===== config.mk =====
export PLATFORM = sky130hd
export DESIGN_NAME = alu_control_mdu
export DESIGN_NICKNAME = d
export VERILOG_FILES = /design/src/rtl/alu_pkg.sv /design/src/rtl/mdu_iter.sv /design/src/rtl/alu_control_mdu.sv
export SDC_FILE = /design/constraint.sdc
export NUM_CORES = 1
export LEC_CHECK = 0
export CAP_MARGIN = 20
export CORE_MARGIN = 2
export CORE_UTILIZATION = 50
export CTS_CLUSTER_SIZE = 40
export DETAILED_ROUTE_END_ITERATION = 16
export PLACE_DENSITY_LB_ADDON = 0.12
export SLEW_MARGIN = 20
export SYNTH_ARGS = -nofsm -noshare
export SYNTH_HDL_FRONTEND = slang
export SYNTH_SLANG_ARGS = --single-unit

===== constraint.sdc =====
create_clock -name clk -period 4.65 [get_ports clk]
set_input_delay 0.465 -clock clk [delete_from_list [all_inputs] [get_ports clk]]
set_output_delay 0.465 -clock clk [all_outputs]
set_load 0.02 [all_outputs]

===== src/rtl/alu_pkg.sv =====
// alu_pkg: shared encodings for the femtoRV32 ALU control / RV32M engine.
//   - ALU_SEL_* : 4-bit ALU selection codes driven to the execute-stage ALU
//   - ALUOP_*   : 2-bit main-decoder alu_op classes
//   - M_*       : RV32M funct3 codes
//   - mdu_state_e : multiply/divide FSM states
package alu_pkg;

   localparam logic [3:0] ALU_SEL_AND    = 4'b0000;
   localparam logic [3:0] ALU_SEL_OR     = 4'b0001;
   localparam logic [3:0] ALU_SEL_ADD    = 4'b0010;
   localparam logic [3:0] ALU_SEL_XOR    = 4'b0011;
   localparam logic [3:0] ALU_SEL_SLL    = 4'b0100;
   localparam logic [3:0] ALU_SEL_SRL    = 4'b0101;
   localparam logic [3:0] ALU_SEL_SUB    = 4'b0110;
   localparam logic [3:0] ALU_SEL_SRA    = 4'b0111;
   localparam logic [3:0] ALU_SEL_SLT    = 4'b1000;
   localparam logic [3:0] ALU_SEL_SLTU   = 4'b1001;
   localparam logic [3:0] ALU_SEL_PASS_B = 4'b1111;

   localparam logic [1:0] ALUOP_MEM = 2'b00;
   localparam logic [1:0] ALUOP_BR  = 2'b01;
   localparam logic [1:0] ALUOP_R   = 2'b10;
   localparam logic [1:0] ALUOP_I   = 2'b11;

   localparam logic [2:0] M_MUL    = 3'b000;
   localparam logic [2:0] M_MULH   = 3'b001;
   localparam logic [2:0] M_MULHSU = 3'b010;
   localparam logic [2:0] M_MULHU  = 3'b011;
   localparam logic [2:0] M_DIV    = 3'b100;
   localparam logic [2:0] M_DIVU   = 3'b101;
   localparam logic [2:0] M_REM    = 3'b110;
   localparam logic [2:0] M_REMU   = 3'b111;

   typedef enum logic [2:0] {
      ST_IDLE = 3'd0,
      ST_PREP = 3'd1,
      ST_CALC = 3'd2,
      ST_FIX  = 3'd3,
      ST_DONE = 3'd4
   } mdu_state_e;

endpackage


===== src/rtl/mdu_iter.sv =====
// mdu_iter: iterative RV32M multiply/divide engine (one bit per cycle).
// Ports:
//   clk, rst_n        clock, async active-low reset
//   start_i           accepted request (already qualified by ready and m_op)
//   funct3_i          M-op select, latched on start
//   op_a_i, op_b_i    operands, latched on start
//   flush_i           synchronous abort, returns to IDLE
//   rsp_ready_i       consumer takes the result in DONE
//   req_ready_o       engine idle (forced low while in reset)
//   rsp_valid_o       result available (DONE)
//   rsp_result_o      registered result
module mdu_iter
   import alu_pkg::*;
#(
   parameter int XLEN = 32
) (
   input  logic            clk,
   input  logic            rst_n,
   input  logic            start_i,
   input  logic [2:0]      funct3_i,
   input  logic [XLEN-1:0] op_a_i,
   input  logic [XLEN-1:0] op_b_i,
   input  logic            flush_i,
   input  logic            rsp_ready_i,
   output logic            req_ready_o,
   output logic            rsp_valid_o,
   output logic [XLEN-1:0] rsp_result_o
);

   localparam int CW = $clog2(XLEN);
   localparam logic [XLEN-1:0] MIN_NEG = {1'b1, {(XLEN-1){1'b0}}};

   mdu_state_e          state_q, state_d;
   logic [CW-1:0]       cnt_q, cnt_d;
   logic [2:0]          f3_q, f3_d;
   logic [XLEN-1:0]     a_q, a_d;
   logic [XLEN-1:0]     b_q, b_d;      // operand b, then divisor/multiplicand magnitude
   logic [2*XLEN-1:0]   prod_q, prod_d;
   logic [XLEN-1:0]     quo_q, quo_d;
   logic [XLEN-1:0]     rem_q, rem_d;
   logic                neg_q, neg_d;
   logic [XLEN-1:0]     res_q, res_d;

   logic              is_div, is_rem, sgn_a, sgn_b, a_neg, b_neg, div_zero, ovf;
   logic [XLEN-1:0]   mag_a, mag_b;
   logic [XLEN:0]     rem_sh, diff, mul_sum;
   logic [2*XLEN-1:0] prod_fix;

   assign is_div = f3_q[2];
   assign is_rem = f3_q[2] & f3_q[1];
   assign sgn_a  = (f3_q == M_MULH) | (f3_q == M_MULHSU) | (f3_q == M_DIV) | (f3_q == M_REM);
   assign sgn_b  = (f3_q == M_MULH) | (f3_q == M_DIV) | (f3_q == M_REM);
   assign a_neg  = sgn_a & a_q[XLEN-1];
   assign b_neg  = sgn_b & b_q[XLEN-1];
   assign mag_a  = a_neg ? (~a_q + 1'b1) : a_q;
   assign mag_b  = b_neg ? (~b_q + 1'b1) : b_q;
   assign div_zero = (b_q == '0);
   assign ovf    = ((f3_q == M_DIV) | (f3_q == M_REM)) & (a_q == MIN_NEG) & (&b_q);

   // Restoring divide step: bring in the next dividend bit, trial-subtract.
   // A set top bit of diff means the subtraction went negative.
   assign rem_sh = {rem_q, quo_q[XLEN-1]};
   assign diff   = rem_sh - {1'b0, b_q};

   // Shift-add multiply: multiplier sits in the low half and is consumed LSB first.
   assign mul_sum  = {1'b0, prod_q[2*XLEN-1:XLEN]} + (prod_q[0] ? {1'b0, b_q} : '0);
   assign prod_fix = neg_q ? (~prod_q + 1'b1) : prod_q;

   always_comb begin
      state_d = state_q;
      cnt_d   = cnt_q;
      f3_d    = f3_q;
      a_d     = a_q;
      b_d     = b_q;
      prod_d  = prod_q;
      quo_d   = quo_q;
      rem_d   = rem_q;
      neg_d   = neg_q;
      res_d   = res_q;
      case (state_q)
         ST_IDLE: begin
            if (start_i) begin
               f3_d    = funct3_i;
               a_d     = op_a_i;
               b_d     = op_b_i;
               state_d = ST_PREP;
            end
         end
         ST_PREP: begin
            // Remainder follows the dividend; everything else is sign(a)^sign(b).
            neg_d = is_rem ? a_neg : (a_neg ^ b_neg);
            if (is_div && div_zero) begin
               res_d   = is_rem ? a_q : '1;
               state_d = ST_DONE;
            end else if (ovf) begin
               res_d   = is_rem ? '0 : a_q;
               state_d = ST_DONE;
            end else begin
               prod_d  = {{XLEN{1'b0}}, mag_a};
               quo_d   = mag_a;
               rem_d   = '0;
               b_d     = mag_b;
               cnt_d   = CW'(XLEN-1);
               state_d = ST_CALC;
            end
         end
         ST_CALC: begin
            if (is_div) begin
               rem_d = diff[XLEN] ? rem_sh[XLEN-1:0] : diff[XLEN-1:0];
               quo_d = {quo_q[XLEN-2:0], ~diff[XLEN]};
            end else begin
               prod_d = {mul_sum, prod_q[XLEN-1:1]};
            end
            if (cnt_q == '0) begin
               state_d = ST_FIX;
            end else begin
               cnt_d = cnt_q - 1'b1;
            end
         end
         ST_FIX: begin
            if (!is_div) begin
               res_d = (f3_q == M_MUL) ? prod_fix[XLEN-1:0] : prod_fix[2*XLEN-1:XLEN];
            end else if (is_rem) begin
               res_d = neg_q ? (~rem_q + 1'b1) : rem_q;
            end else begin
               res_d = neg_q ? (~quo_q + 1'b1) : quo_q;
            end
            state_d = ST_DONE;
         end
         ST_DONE: begin
            if (rsp_ready_i) state_d = ST_IDLE;
         end
         default: state_d = ST_IDLE;
      endcase
      // Abort wins over accept and over consume.
      if (flush_i) state_d = ST_IDLE;
   end

   always_ff @(posedge clk or negedge rst_n) begin
      if (!rst_n) begin
         state_q <= ST_IDLE;
         cnt_q   <= '0;
         f3_q    <= '0;
         a_q     <= '0;
         b_q     <= '0;
         prod_q  <= '0;
         quo_q   <= '0;
         rem_q   <= '0;
         neg_q   <= 1'b0;
         res_q   <= '0;
      end else begin
         state_q <= state_d;
         cnt_q   <= cnt_d;
         f3_q    <= f3_d;
         a_q     <= a_d;
         b_q     <= b_d;
         prod_q  <= prod_d;
         quo_q   <= quo_d;
         rem_q   <= rem_d;
         neg_q   <= neg_d;
         res_q   <= res_d;
      end
   end

   assign req_ready_o  = rst_n & (state_q == ST_IDLE);
   assign rsp_valid_o  = (state_q == ST_DONE);
   assign rsp_result_o = res_q;

endmodule


===== src/rtl/alu_control_mdu.sv =====
// alu_control_mdu: RV32I ALU-select decode plus optional iterative RV32M engine.
// Ports:
//   clk, rst_n                 clock, async active-low reset
//   alu_op_i, funct3_i,
//   inst_30_i, inst_25_i,
//   is_lui_i                   instruction fields from the main decoder
//   alu_sel_o                  4-bit ALU selection (combinational)
//   m_op_o                     instruction is RV32M (combinational)
//   op_a_i, op_b_i             rs1/rs2 values
//   req_valid_i / req_ready_o  M-op request handshake
//   rsp_valid_o / rsp_ready_i  M-op response handshake
//   rsp_result_o               M-op result
//   flush_i                    synchronous abort of any M-op
module alu_control_mdu
   import alu_pkg::*;
#(
   parameter int XLEN     = 32,
   parameter bit ENABLE_M = 1'b1
) (
   input  logic            clk,
   input  logic            rst_n,
   input  logic [1:0]      alu_op_i,
   input  logic [2:0]      funct3_i,
   input  logic            inst_30_i,
   input  logic            inst_25_i,
   input  logic            is_lui_i,
   output logic [3:0]      alu_sel_o,
   output logic            m_op_o,
   input  logic [XLEN-1:0] op_a_i,
   input  logic [XLEN-1:0] op_b_i,
   input  logic            req_valid_i,
   output logic            req_ready_o,
   output logic            rsp_valid_o,
   input  logic            rsp_ready_i,
   output logic [XLEN-1:0] rsp_result_o,
   input  logic            flush_i
);

   always_comb begin
      alu_sel_o = ALU_SEL_AND;
      if (is_lui_i) begin
         alu_sel_o = ALU_SEL_PASS_B;
      end else begin
         case (alu_op_i)
            ALUOP_MEM: alu_sel_o = ALU_SEL_ADD;
            ALUOP_BR:  alu_sel_o = ALU_SEL_SUB;
            ALUOP_R, ALUOP_I: begin
               case (funct3_i)
                  // ADDI has no SUB form; inst_30 is an immediate bit there.
                  3'b000: alu_sel_o = (alu_op_i == ALUOP_R && inst_30_i) ? ALU_SEL_SUB : ALU_SEL_ADD;
                  3'b001: alu_sel_o = ALU_SEL_SLL;
                  3'b010: alu_sel_o = ALU_SEL_SLT;
                  3'b011: alu_sel_o = ALU_SEL_SLTU;
                  3'b100: alu_sel_o = ALU_SEL_XOR;
                  3'b101: alu_sel_o = inst_30_i ? ALU_SEL_SRA : ALU_SEL_SRL;
                  3'b110: alu_sel_o = ALU_SEL_OR;
                  3'b111: alu_sel_o = ALU_SEL_AND;
                  default: alu_sel_o = ALU_SEL_AND;
               endcase
            end
            default: alu_sel_o = ALU_SEL_AND;
         endcase
      end
   end

   generate
      if (ENABLE_M) begin : g_mdu
         logic start;
         assign m_op_o = (alu_op_i == ALUOP_R) & inst_25_i;
         assign start  = req_valid_i & req_ready_o & m_op_o;

         mdu_iter #(.XLEN(XLEN)) u_mdu (
            .clk          (clk),
            .rst_n        (rst_n),
            .start_i      (start),
            .funct3_i     (funct3_i),
            .op_a_i       (op_a_i),
            .op_b_i       (op_b_i),
            .flush_i      (flush_i),
            .rsp_ready_i  (rsp_ready_i),
            .req_ready_o  (req_ready_o),
            .rsp_valid_o  (rsp_valid_o),
            .rsp_result_o (rsp_result_o)
         );
      end else begin : g_no_mdu
         assign m_op_o       = 1'b0;
         assign req_ready_o  = 1'b0;
         assign rsp_valid_o  = 1'b0;
         assign rsp_result_o = '0;
      end
   endgenerate

endmodule


# After elaboration in Yosys (flattened, before gate mapping)
# Index checks and enable logic that the tools add are counted.
[word_totals]
ff_bits = 236
in_bits = 77
out_inout_bits = 39
wordCells = 138
[classes]
add_sub_neg = 8
n_eq_ne = 30
mux = 48
bitwise_logic = 22
n_reduce_logical = 20
[ops]
columns = ["op", "n"]
rows = [
  ["32-bit 2-to-1 mux", 22],
  ["64-bit 2-to-1 mux", 4],
  ["32-bit one-hot mux with 2 select lines", 4],
  ["32-bit by 1-bit adder with 32-bit output, second input constant", 4],
  ["32-bit NOT", 4],
  ["64-bit one-hot mux with 2 select lines", 1],
  ["64-bit by 1-bit adder with 64-bit output, second input constant", 1],
  ["64-bit NOT", 1],
  ["32-bit by 33-bit adder with 33-bit output", 1],
  ["33-bit by 32-bit subtractor with 33-bit output", 1],
  ["32-bit == test, second input constant", 1],
  ["32-bit zero test", 1],
  ["4-bit one-hot mux with 8 select lines", 1],
  ["32-bit AND reduction", 1],
  ["3-bit == test, second input constant", 7],
  ["3-bit 2-to-1 mux", 7],
  ["3-bit by 2-bit == test with 1-bit output, second input constant", 5],
  ["5-bit 2-to-1 mux", 3],
  ["3-bit one-hot mux with 5 select lines", 1],
  ["4-bit one-hot mux with 3 select lines", 1],
  ["4-bit AND reduction", 3],
  ["2-bit inequality test, second input constant", 5],
  ["5-bit one-hot mux with 2 select lines", 1],
  ["1-bit bitwise AND", 9],
  ["other kinds (23)", 39],
]

# Logic depth before layout (Yosys ltp)
# Gate-level depths: netlist (run 1).
[depth]
word_depth = 9
mapped_depth = 15
ltp_nobuf = 14

# Hierarchy
# Synthesis (run 1) repeated with hierarchy kept, for this count alone.
[hier_totals]
hier_cells = 2374
hier_area_um2 = 19002.0
[modules_own_cells]
columns = ["module", "instances", "cells_each", "area_per_inst_um2", "seq_area_each_um2"]
rows = [
  ["mdu_iter", 1, 2359, 18908.1, 5905.7],
  ["alu_control_mdu", 1, 15, 93.8, 0.0],
]

# Worst setup path after synthesis (run 1)
# OpenSTA, ideal clock, no wires.
[synth_timing]
path_type = "register -> register"
from = "reg g_mdu.u_mdu.b_q[25]"
to = "reg g_mdu.u_mdu.rem_q[29]"
setup_time_ns = 0.128
arrival_ns = 3.152
t_required_ns = 4.522
path_slack_ns = 1.370
path_stages_with_launch = 14
path_buffers = 2
period_less_slack_ns = 3.280
cell_sequence = "dfrtp_1 > inv_1 > ha_1 > a21o_1 > a21o_1 > a21o_1 > a2111oi_0 > o221ai_1 > a21oi_1 > xnor2_1 > clkbuf_1 > clkbuf_1 > a2bb2oi_1 > o21ai_0"
[synth_via]
elab_chain_len = 4
elab_cells_between_ends = 11
classes_between = "add/sub: 1; eq/ne: 2; mux: 3; bitwise: 1; reduce/logical: 4"
[synth_lines]
columns = ["element", "line", "rtl"]
rows = [
  ["start, declared", "mdu_iter.sv:37", "logic [XLEN-1:0] b_q, b_d;"],
  ["start signal, assigned", "mdu_iter.sv:145", "b_q <= '0;"],
  ["start signal, assigned", "mdu_iter.sv:156", "b_q <= b_d;"],
  ["33-bit by 32-bit subtractor with 33-bit output (tied with other cells)", "mdu_iter.sv:63", "assign diff = rem_sh - {1'b0, b_q};"],
  ["32-bit 2-to-1 mux (tied with other cells)", "mdu_iter.sv:109", "rem_d = diff[XLEN] ? rem_sh[XLEN-1:0] : diff[XLEN-1:0];"],
  ["32-bit 2-to-1 mux / 2-bit inequality test (equally long branches)", "n/a", ""],
  ["32-bit one-hot mux with 2 select lines / 4-bit AND reduction (equally long branches)", "n/a", ""],
  ["end signal, assigned", "mdu_iter.sv:159", "rem_q <= rem_d;"],
  ["end, declared", "mdu_iter.sv:40", "logic [XLEN-1:0] rem_q, rem_d;"],
]
# Parallel ways exist; a longest one is shown, timed or not. The select of a mux whose other input is x is not followed.
# A chain may end at the register's enable or synchronous reset.

# Worst setup path after layout (run 1)
[layout_timing]
from = "reg g_mdu.u_mdu.b_q[0]"
to = "reg g_mdu.u_mdu.rem_q[23]"
# The elaborated chain is that of the path after synthesis.

==> summary.txt, run 1 <==
num rows - 70
total congestion overflow - 0
CTS Buf Count - 30
fin. max-slew vios - 0
Initial Util - 0.5091
port bufs - 115
remaining routing DRC violations - 0
gr usage total - 0.3644
measured slew at the worst slew-check pin - 1.132 ns
crit path capture type - flop
Diodes inserted - 0
clock skew - 0.02421 ns
vias in the first global route - 17654
FFs w/ async S/R, synth - 1.000
post-route insts no fill - 2889
initial antenna violation count - 0
internal power - 5.433 mW
PwrDens - 452.2 mW/mm^2
clk buf depth - 3
Setup crit start kind - flop
largest net degree at the start of global routing - 133
drt first pass iters - 6
Net Switching - 4.211 mW
placed cells - 2832
area grow syn2layout - 13.88%
Cell Area, Synth - 0.01873 mm^2
Flop pwr share - 0.345
sw frac - 0.4366
Hold Vio Cnt, Final - 0
status - completed
Post-synth EDFFs - 0
Syn Area/Cell - 7.943 um^2
cell taking the most area after synthesis - dfrtp_1
Total Nets Final - 2548
most common cell after layout, fill and taps aside - o21ai_0
Final min period - 3.875 ns
RSZ-0062 raised after global routing - no
Vias per Instance - 6.669
min-delay worst type - in -> async
Antenna Nets Post-Route - 0
Die Wd - 197.5 um
most frequent cells in the layout - o21ai_0 (237), dfrtp_1 (234), nand2_1 (219)
yosys warns - 0
Final Util - 0.5798
maxcap violations - 0
DR WL/cell - 24.90 um
first-pass GRT wire length - 108.6 mm
Peak supply drop - 0.2905 mV
Post-DP HPWL - 54.07 mm
Clock transition at path regs - 0.06 ns
grt met2 use - 0.5617
clock share of power - 0.262
clk_lat worst skew - 0.60 ns
Post-DP Area - 0.02026 mm^2
crit path kind - reg -> reg
post-synth cell types - 79
M1 GR Usage - 0.4992
Die Y - 197.5 um
Die ar. - 0.03902 mm^2
RePlAce Congestion - 0.9812
fin area - 0.02133 mm^2
H-tree levels - 1
ys flop type - dfrtp_1
Logic pwr share - 0.393
Post-Syn Nets - 2509
Final Cycle Share - 0.8334
final worst slack - 0.7749 ns
Root Driver - clkbuf_16
met3 Resource Use GR - 0.04849
Hold WS - 0.3674 ns
crit-path max FO - 25
clock sinks - 236
pre-CTS WS - 0.8717 ns
Fmax achieved - 0.2581 GHz
Final Setup Violations - 0
critical path data required time - 5.15 ns
r2r setup slk - 0.77 ns
CTS tree - done
total power - 9.644 mW
max_slew headroom - 0.2257
routed wire length - 71.94 mm
setup TNS - 0 ns
number of top-level pins - 116
Lkg Pwr - 9.051 nW
number of DRC markers in iteration 0 - 2460
sequential area share after synthesis - 0.3153
synth top area cells - dfrtp_1 (32%), o21ai_0 (6.3%), a21oi_1 (5.6%), ha_1 (4.8%), nand2_1 (4.4%)
Mapped Cells - 2358
Seq cells post-synth - 236
Synth top area share - 0.3153
grt peak-use layer - met2
Critical Path AT - 4.37 ns
proportion of layout cells with a drive suffix above 1 - 0.06981
core footprint - 0.03679 mm^2
Via Count - 19266
-- Yosys cell counts (38+ instances only) --
master,count
dfrtp_1,236
nor2_1,208
ha_1,72
clkbuf_1,118
mux2_2,43
nor3_1,83
o21ai_0,237
xnor2_1,93
o31ai_1,38
nand3_1,65
inv_1,81
nand2_1,221
xor2_1,75
or3_1,40
a21o_1,40
a21oi_1,210
-- metal layers --
layer / wire (um) / vias to the layer above / part of all wire
met5: 0 / - / 0
met2: 32010 / 938 / 0.44
met1: 30090 / 9367 / 0.42
li1: - / 8775 / -
met3: 5622 / 186 / 0.078
met4: 4228 / 0 / 0.059
-- logic make-up after synthesis --
kind of cell / Yosys count / synth area share
adders and majority gates: 74 / 0.05024
muxes: 75 / 0.04362
DFF: 236 / 0.3153
AOI/OAI and AO/OA: 786 / 0.2619
xor gates and xnor gates: 168 / 0.07856
and+or+nand+nor: 794 / 0.2040
buffers and inverters: 225 / 0.04636
-- critical path, stage by stage, from the launching register on --
cell and delay [ns]:
dfrtp_1 0.45, ha_1 0.24, fa_1 0.41, nor2b_1 0.13, o21ai_0 0.12, a21oi_1 0.29, o21ai_0 0.35, nand3_1 0.25
a21oi_1 0.13, xnor2_2 0.73, buf_12 0.28, nand2_1 0.18, o21ai_0 0.22
-- registers in the layout, summed over array words and instances (netlist names) --
| signal | cells |
|---|---|
| g_mdu.u_mdu.f3_q | 3 |
| g_mdu.u_mdu.neg_q | 1 |
| g_mdu.u_mdu.cnt_q | 5 |
| g_mdu.u_mdu.quo_q | 32 |
| g_mdu.u_mdu.rsp_result_o | 32 |
| g_mdu.u_mdu.b_q | 32 |
| g_mdu.u_mdu.a_q | 32 |
| g_mdu.u_mdu.rem_q | 32 |
| g_mdu.u_mdu.prod_q | 64 |
| g_mdu.u_mdu.state_q | 3 |
-- cell type report --
cell class	instances	area, um^2
fill	3394	15460
multi-input combinational	1897	12010
sequential	236	5911
timing repair buffer	151	1454
clock buffer	40	869.6
tap	468	585.6
inverter	81	304.0
clock inverter	16	190.2
-- worst paths after layout --
| check | start | endpoint | depth (start not counted) |
|---|---|---|---|
| max in group asynchronous | rst_n | g_mdu.u_mdu.b_q[5] | 4 |
| max reg2reg | g_mdu.u_mdu.b_q[0] | g_mdu.u_mdu.rem_q[23] | 12 |
| min | rst_n | g_mdu.u_mdu.prod_q[5] | 2 |
| min in group clk | g_mdu.u_mdu.rsp_result_o[3] | g_mdu.u_mdu.rsp_result_o[3] | 1 |
| min reg2reg | g_mdu.u_mdu.rsp_result_o[3] | g_mdu.u_mdu.rsp_result_o[3] | 1 |
| max | g_mdu.u_mdu.b_q[0] | g_mdu.u_mdu.rem_q[23] | 12 |
-- power groups by stage --
stage	Combinational [mW]	Clock, mW	Sequential (mW)
final	3.79	2.53	3.32
after global routing	4.11	2.62	3.39
after CTS	3.71	2.54	3.28
after detailed placement	3.68	0	3.30
after global placement	3.64	0	3.29
after floorplan	2.65	0	2.96
-- repair_timing --
| action | CTS | global route |
|---|---|---|
| resized for setup | 0 | 0 |
| setup buffers | 0 | 0 |
| hold endpoints to repair | 42 | 0 |
| hold buffers | 1 | 0 |
(Power assumes the default switching activity.)
==> inputs of run 2 (changes only) <==
==> constraint.sdc (replaced) <==
create_clock -name clk -period 3.6 [get_ports clk]
set_input_delay 0.36 -clock clk [delete_from_list [all_inputs] [get_ports clk]]
set_output_delay 0.36 -clock clk [all_outputs]
set_load 0.02 [all_outputs]
==> run 2 against run 1 <==
Die area is the same. Clock skew rose by 0.0068 ns. Wire length grew 2.7%. Combinational power up 39%. Count of clock-buffer cells in the layout grew 1. Largest power group unchanged.
==> summary.txt, run 2 (synthesis gave the netlist of run 1 again) <==
Hold Vio Cnt, Final - 0 (unchanged)
maxcap violations - 0 (unchanged)
PwrDens - 564.5 mW/mm^2 (+25%)
Die ar. - 0.03902 mm^2 (unchanged)
crit path kind - reg -> reg
multi-input logic area - 0.01203 mm^2 (+0.14%)
total congestion overflow - 0 (unchanged)
crit path capture type - flop
CTS tree - done
max_slew headroom - 0.3815 (+0.1558)
DR WL/cell - 24.98 um (+0.30%)
setup TNS - 0 ns (unchanged)
number of DRC markers in iteration 0 - 2442 (-0.73%)
Peak supply drop - 0.4001 mV (+38%)
most frequent cells in the layout - o21ai_0 (236), dfrtp_1 (234), nand2_1 (219)
min-delay worst type - in -> async
Final Setup Violations - 0 (unchanged)
critical path data required time - 4.05 ns (-1.10 ns)
Top reg by flops - g_mdu.u_mdu.prod_q
proportion of layout cells with a drive suffix above 1 - 0.09401 (+0.02421)
Critical Path AT - 3.95 ns (-0.42 ns)
num rows - 70 (unchanged)
RSZ-0062 raised after global routing - no
Setup crit start kind - flop
Final Cycle Share - 0.9715 (+0.1381)
first-pass GRT wire length - 111.6 mm (+2.8%)
area grow syn2layout - 16.47%
placed cells - 2907 (+2.6%)
Lkg Pwr - 9.387 nW (+3.7%)
Initial Util - 0.5091 (unchanged)
r2r setup slk - 0.10 ns (-0.67 ns)
H-tree levels - 1 (unchanged)
post-route insts no fill - 2958 (+2.4%)
final worst slack - 0.1027 ns (-0.6722 ns)
drt first pass iters - 6 (unchanged)
largest net degree at the start of global routing - 119 (-11%)
most common cell after layout, fill and taps aside - o21ai_0
clk_lat worst skew - 0.59 ns (about the same)
Total Nets Final - 2622 (+2.9%)
CTS Buf Count - 29 (-3.3%)
Final min period - 3.497 ns (-0.3778 ns)
pre-CTS WS - 0.1607 ns (-0.7110 ns)
status - completed
Die Wd - 197.5 um (unchanged)
crit-path max FO - 7 (-72%)
Die Y - 197.5 um (unchanged)
vias in the first global route - 18049 (+2.2%)
port bufs - 115 (unchanged)
RePlAce Congestion - 1.002 (+2.1%)
clock skew - 0.03097 ns (+0.006759 ns)
clk buf depth - 3 (unchanged)
Vias per Instance - 6.584 (-1.3%)
remaining routing DRC violations - 0 (unchanged)
routed wire length - 73.88 mm (+2.7%)
Largest register FFs - 64 (unchanged)
clock sinks - 236 (unchanged)
initial antenna violation count - 1 (+1)
gr usage total - 0.3752 (+0.01079)
register area - 0.005911 mm^2 (unchanged)
Via Count - 19475 (+1.1%)
Clock transition at path regs - 0.06 ns (about the same)
Antenna Nets Post-Route - 0 (unchanged)
core footprint - 0.03679 mm^2 (unchanged)
Post-DP HPWL - 56.54 mm (+4.6%)
measured slew at the worst slew-check pin - 0.9243 ns (-0.2079 ns)
fin. max-slew vios - 0 (unchanged)
Fillers - 3398 (+0.12%)
Root Driver - clkbuf_16
number of top-level pins - 116 (unchanged)
Fmax achieved - 0.2859 GHz (+11%)
-- run 2: changes by cell type in the layout (fill, tap and decap cells not counted), sizes merged --
cell and change:
buf +75, bufinv -3, clkbuf +1, clkinv -2, clkinvlp -4, diode +1, inv +1
-- run 2: layout make-up --
| class | instances | area share |
|---|---|---|
| antenna | 1 | 0.0001147 |
| timing repair buffer | 226 | 0.09590 |
| multi-input combinational | 1897 | 0.5515 |
| tap | 468 | 0.02684 |
| clock buffer | 41 | 0.03763 |
| inverter | 81 | 0.01394 |
| clock inverter | 8 | 0.003155 |
| sequential | 236 | 0.2709 |
-- run 2: worst paths after layout --
kind	startpoint	endpoint	cells past startpoint
min in group clk	op_a_i[17]	g_mdu.u_mdu.a_q[17]	2
max in group asynchronous	rst_n	g_mdu.u_mdu.a_q[5]	4
hold / removal	rst_n	g_mdu.u_mdu.rem_q[16]	2
hold reg to reg	g_mdu.u_mdu.rsp_result_o[7]	g_mdu.u_mdu.rsp_result_o[7]	2
setup reg to reg	g_mdu.u_mdu.prod_q[12]	g_mdu.u_mdu.rsp_result_o[22]	9
setup / recovery	g_mdu.u_mdu.prod_q[12]	g_mdu.u_mdu.rsp_result_o[22]	9
-- run 2: what timing repair did --
item | in CTS | in global routing
hold buffers | 1 | 0
endpoints found under the setup margin | 0 | 23
endpoints found under the hold margin | 9 | 0
resized for setup | 0 | 4
setup buffers | 0 | 0
-- run 2: where the power goes --
part | switching, mW | leakage [nW] | internal, mW | total [mW]
Sequential | 0.984 | 3.04 | 3.21 | 4.19
Combinational | 3.27 | 5.90 | 2.01 | 5.27
Clock | 1.21 | 0.444 | 1.64 | 2.85
Total | 5.46 | 9.39 | 6.85 | 12.3
-- run 2: through the flow --
stage / util / power (mW) / instance area (um^2) / hold WS (ns)
CTS: 0.5925 / 12.16 / 21800 / 0.1732
global placement: 0.5681 / 9.229 / 20900 / 0.1859
finish: 0.5930 / 12.31 / 21810 / 0.1816
detailed placement: 0.5681 / 9.291 / 20900 / 0.1876
global route: 0.5930 / 12.92 / 21810 / 0.1817
floorplan: - / 7.245 / 18730 / 0.06441
-- run 2: metal layers --
layer	global-route usage	wire, um
met5	0	11
met4	0.2128	4913
met3	0.05532	6137
met2	0.5605	31870
met1	0.5191	30940
-- run 2: worst max-delay path, stage by stage (launching register included) --
cell      delay (ns)
dfrtp_1         0.44
or4_4           0.57
and4b_1         0.39
nand4_2         0.21
or4_1           0.62
o31ai_1         0.30
xor2_1          0.37
a21oi_1         0.12
o21ai_0         0.21
o211ai_1        0.12
